<file path="src/rtl/demux1x4_stream.sv">
// 1-to-4 valid/ready stream demultiplexer with a one-entry holding register per channel.
// Optional build macro DEMUX_CNT_EN adds per-channel 8-bit drain counters on cnt_flat.
module demux1x4_stream #(
    parameter int DATA_W = 8
) (
    input  logic              clk,
    input  logic              rst,
    input  logic              in_valid,
    output logic              in_ready,
    input  logic [1:0]        in_sel,
    input  logic [DATA_W-1:0] in_data,
    output logic [3:0]        out_valid,
    input  logic [3:0]        out_ready,
    output logic [DATA_W-1:0] out_data0,
    output logic [DATA_W-1:0] out_data1,
    output logic [DATA_W-1:0] out_data2,
    output logic [DATA_W-1:0] out_data3
`ifdef DEMUX_CNT_EN
    ,
    output logic [31:0]       cnt_flat
`endif
);

    logic [3:0]        vld_q, vld_d;
    logic [DATA_W-1:0] dat_q [4];
    logic [DATA_W-1:0] dat_d [4];
    logic [3:0]        drn;
    logic              acc;

    // A full channel can still take a beat in the same cycle it drains.
    assign in_ready = ~rst & (~vld_q[in_sel] | out_ready[in_sel]);
    assign acc      = in_valid & in_ready;
    assign drn      = vld_q & out_ready;

    always_comb begin
        vld_d = vld_q;
        for (int k = 0; k < 4; k++) begin
            dat_d[k] = dat_q[k];
            if (acc && (in_sel == 2'(k))) begin
                dat_d[k] = in_data;
                vld_d[k] = 1'b1;
            end else if (drn[k]) begin
                vld_d[k] = 1'b0;
            end
        end
    end

    always_ff @(posedge clk) begin
        if (rst) begin
            vld_q <= '0;
            for (int k = 0; k < 4; k++) dat_q[k] <= '0;
        end else begin
            vld_q <= vld_d;
            for (int k = 0; k < 4; k++) dat_q[k] <= dat_d[k];
        end
    end

    assign out_valid = vld_q;
    assign out_data0 = dat_q[0];
    assign out_data1 = dat_q[1];
    assign out_data2 = dat_q[2];
    assign out_data3 = dat_q[3];

`ifdef DEMUX_CNT_EN
    logic [7:0] cnt_q [4];
    logic [7:0] cnt_d [4];

    // Counters wrap silently at 255.
    always_comb begin
        for (int k = 0; k < 4; k++) begin
            cnt_d[k] = drn[k] ? cnt_q[k] + 8'd1 : cnt_q[k];
        end
    end

    always_ff @(posedge clk) begin
        if (rst) begin
            for (int k = 0; k < 4; k++) cnt_q[k] <= '0;
        end else begin
            for (int k = 0; k < 4; k++) cnt_q[k] <= cnt_d[k];
        end
    end

    assign cnt_flat = {cnt_q[3], cnt_q[2], cnt_q[1], cnt_q[0]};
`endif

endmodule

</file>
<file path="config.mk">
export PLATFORM = sky130hd
export DESIGN_NAME = demux1x4_stream
export DESIGN_NICKNAME = d
export VERILOG_FILES = /design/src/rtl/demux1x4_stream.sv
export SDC_FILE = /design/constraint.sdc
export NUM_CORES = 1
export LEC_CHECK = 0
export CORE_MARGIN = 8
export CORE_UTILIZATION = 25
export DETAILED_ROUTE_END_ITERATION = 10
export HOLD_SLACK_MARGIN = 0.02
export MAX_ROUTING_LAYER = met4
export PLACE_DENSITY_LB_ADDON = 0.15
export SYNTH_ARGS = -nofsm -noshare
export SYNTH_HDL_FRONTEND = slang
export SYNTH_SLANG_ARGS = --single-unit
</file>
<file path="constraint.sdc">
create_clock -name clk -period 3.2 [get_ports clk]
set_input_delay 0.48 -clock clk [delete_from_list [all_inputs] [get_ports clk]]
set_output_delay 0.48 -clock clk [all_outputs]
set_load 0.005 [all_outputs]
</file>
== Word level (Yosys, flattened, before mapping) ==
Memory sizes are Yosys's and may differ from the RTL's.
Cells that the tools add are included.

* Bits in read-only memories: 0
* Bits in registers: 4
* Bits in writable memories: 32
* Logic and storage cells: 51
* Latch bits: 0
* Memories: 1
* Bits of input ports: 17

{| class="wikitable"
|+ Memory list
! name !! depth !! bits a word !! rd ports !! clocked after memory_dff !! write ports !! line !! RTL
|-
| dat_q || 4 || 8 || 4 || 0 || 4 || 25 || <nowiki>logic [DATA_W-1:0] dat_q [4];</nowiki>
|}

* Div/mod/pow operators: 0
* Bitwise operators: 10
* Eq/ne operators: 3
* Shifts and indexed selects: 0
* Reduce and logical (&&, ||, !) cells: 9
* $mul: 0
* Add/sub/neg operators: 0
* Multiplexer cells: 23
* Order comparisons: 1

{| class="wikitable"
|+ Operators with widths
! operator !! number
|-
| $mux 8 || 8
|-
| $mux 1 || 13
|-
| $reduce_bool 2->1 || 4
|-
| $or 1x1->1 || 5
|-
| $and 4x4->4 || 1
|-
| $bmux 1 s2 || 2
|-
| $eq 2x2->1 const B || 2
|-
| $logic_and 1x1->1 || 4
|-
| $lt 2x3->1 const B || 1
|-
| $and 1x1->1 || 2
|-
| $eq 2x1->1 const B || 1
|-
| $logic_not 2->1 || 1
|-
| $not 1->1 || 2
|}

== Logic depth before layout (Yosys ltp) ==
* Depth after elaboration: 9
* Depth in mapped cells: 6
* Gate-level depth less buffers: 3

== Least setup slack after synthesis ==
No wires, ideal clock.

* Path type: input -> output
* Start: in out_ready[2]
* End: out in_ready
* Path buffers: 1
* Cell stages on the path: 4
* Arrival time: 1.294 ns
* Setup slack: 1.426 ns
* Required time: 2.720 ns
* Path through: nor2b_1 -> clkbuf_1 -> mux4_1 -> nor2_1

* Longest elaborated chain between the ends: 4

{| class="wikitable"
|+ Ends and longest elaborated chain
! what !! line !! RTL
|-
| start: declaration || 13 || <nowiki>input logic [3:0] out_ready,</nowiki>
|-
| $bmux 1 s2 || 31 || <nowiki>assign in_ready = ~rst & (~vld_q[in_sel] | out_ready[in_sel]);</nowiki>
|-
| $mux 1 (not written as such) || 31 ||
|-
| $or 1x1->1 || 31 ||
|-
| $and 1x1->1 || 31 ||
|-
| end: declaration || 9 || <nowiki>output logic in_ready,</nowiki>
|}

No other way between the ends. The select of a mux whose other input is x is not followed.

== Worst setup path after layout ==
* Start: in out_ready[1]
* End: out in_ready

Same word-level chain as after synthesis.

==> run summary <==
Largest net degree at the start of global routing: 36
Fillers: 665
Unique masters post-synth: 23
Post-DP HPWL: 3.92 mm
CTS sink cnt: 36
Via density per instance: 5.26
Max Buffers Root-to-Sink: 2
RSZ-0062 raised after global routing: no
Peak VDD IR: 0.000134 V
Reg clk slew, reported paths: 0.07 ns
Most frequent cells in the layout: clkdlybuf4s50_1, dfxtp_1, nand4_1, a21oi_1
Worst hold path cell count: 2
Rows: 29
Reg power frac: 50.5%
Slew @ Worst Pin: 0.648 ns
Final instance area: 2280 sq um
Global-route wire length before repair: 8.79 mm
Synth-to-layout area growth: 40.5%
Sw Share: 24.9%
Hold Fails Final Rpt: 0
Worst-Skew Late Latency: 0.28 ns
Num ports: 54
Status: completed
Net count reported at finish: 242
Startpoint Class: primary input
Setup violators final: 0
CTS H-tree depth: 2
Initial core utilization: 25.7%
CP startpoint: out_ready[1]
Residual DRC: 0
Antenna violations before repair: 0
Vias in the first global route: 1592
Die H: 96.5 microns
Grt ovf: 0
Core box area: 6310 sq um
Max-cap viol count: 0
Die W: 96.5 microns
Setup_tns: 0 ns
Dominant cell type by area after synthesis: dfxtp_1
Synthesized instance count: 182
Crit path time final: 2.76 ns
FF+latch count, synth: 36
Total Power: 0.927 mW
Fin util: 36.0%
Port Buffers: 53
CP Capture Type: output pin
Required time at the worst-slack endpoint: 2.72 ns
CTS tree: yes
DRT Pass-1 Iters: 6
CTS root buffer: clkbuf_8
HP Class: reg -> reg
Max_slew headroom: 56.7%
Post-CTS Hold Buffers: 0
Synth Area per Inst: 8.90 sq um
Max Fanout on Critical Path: 9
PD cells: 407 nW/um^2
WL per Instance: 18.2 microns
Top cell type's share of synthesized area: 44.5%
Post_cts resized: 0
Setup CP Type: in -> out
Non-Filler Instances: 303
Die ar.: 9310 sq um
WHS: 0.472 ns
Pre-CTS setup slack: 0.437 ns
Iter 0 DRT Violations: 104
Ratio of cells with drive above 1 in the final layout: 7.08%
Max Freq: 0.363 GHz
Max Slew Vio Count: 0
Comb pwr share: 13.6%
# Post-CTS Setup Buffers: 0
Cell area after synthesis: 1620 sq um
Total number of vias: 1594
Clock power frac: 35.9%
Leak: 0.805 nW
Placed inst area: 2190 sq um
Final RePlAce weighted congestion: 0.740
Worst Hold Launch: dat_q[0][6]
Crit share post-route: 86.2%
Setup WS post-layout: 0.442 ns
Clk_skew: 0.00130 ns
Internal power: 0.696 mW
Commonest non-fill, non-tap cell in the layout: clkdlybuf4s50_1
Total CTS buffers: 5
Area contributors post-synth: dfxtp_1, nand4_1, o311ai_0, o31ai_1, a21oi_1
Worst r2r src: out_valid[1]
Final wirelength: 5.53 mm
Seq/Total Area, Yosys: 44.5%
R2R cell count: 3
N_diodes: 0
Switch Pwr: 0.231 mW
Yosys warns: 0
Syn_nets: 199
Final ANT Viol Nets: 0
Dpl cells: 295
CP Data Arrival Time: 2.28 ns
GR Util All Layers: 12.8%
==> cell type report <==
class | instances | area [sq um] | share of cell area, %
Timing Repair Buffer | 62 | 598 | 26.3
Tap cell | 77 | 96.3 | 4.23
Multi-Input combinational cell | 118 | 763 | 33.5
Inverter | 2 | 7.51 | 0.330
Sequential cell | 36 | 721 | 31.7
Clock buffer | 8 | 90.1 | 3.96
==> cell families (layout without fill, tap and decap cells) <==
| group | Yosys count | after routing | share of synthesized area (%) |
|---|---|---|---|
| AO/OA/AOI/OAI | 52 | 52 | 22.2 |
| buffers and inverters | 28 | 72 | 8.42 |
| flip-flops | 36 | 36 | 44.5 |
| multiplexers | 1 | 1 | 1.62 |
| AND/OR/NAND/NOR | 65 | 65 | 23.2 |
==> layer usage <==
| layer | global-route usage, % | share of wire, % | vias to the layer above |
|---|---|---|---|
| met4 | 3.40 | 0.78 | 0 |
| li1 | - | - | 788 |
| met5 | - | 0 | - |
| met1 | 17.1 | 47 | 747 |
| met3 | 3.01 | 4.9 | 5 |
| met2 | 18.9 | 47 | 54 |
==> critical path, cell delays in order <==
cell and delay, ns:
clkdlybuf4s50_1 0.46, nor2b_1 0.13, mux4_1 0.53, nor2_1 0.14, clkdlybuf4s50_1 0.53
==> state kept, by name, summed over array words and instances (netlist names) <==
signal and cells:
dat_q 32, out_valid 4
==> final timing paths <==
kind | slack, ns | endpoint
setup / recovery | 0.44 | in_ready
hold reg to reg | 0.47 | dat_q[0][6]
setup reg to reg | 1.97 | dat_q[1][4]
hold / removal | 0.47 | dat_q[0][6]
==> synthesized netlist by cell type, drive strengths merged <==
| master | number |
|---|---|
| clkbuf | 18 |
| nand3 | 2 |
| and3b | 1 |
| or3b | 1 |
| a21oi | 20 |
| nand2b | 4 |
| nor2 | 1 |
| nand4 | 32 |
| nor2b | 4 |
| mux4 | 1 |
| o311ai | 16 |
| inv | 1 |
| clkinv | 1 |
| o31ai | 16 |
| buf | 8 |
| dfxtp | 36 |
| nand3b | 3 |
| nand2 | 16 |
| nor3b | 1 |
==> power groups by stage <==
stage                     clock (mW)  sequential [mW]  combinational, mW
after global routing           0.362            0.470              0.137
after detailed placement           0            0.479              0.126
after floorplan                    0            0.479             0.0536
final                          0.333            0.468              0.126
after global placement             0            0.479              0.126
after CTS                      0.343            0.469              0.126
Power figures use the tool's default switching activity.
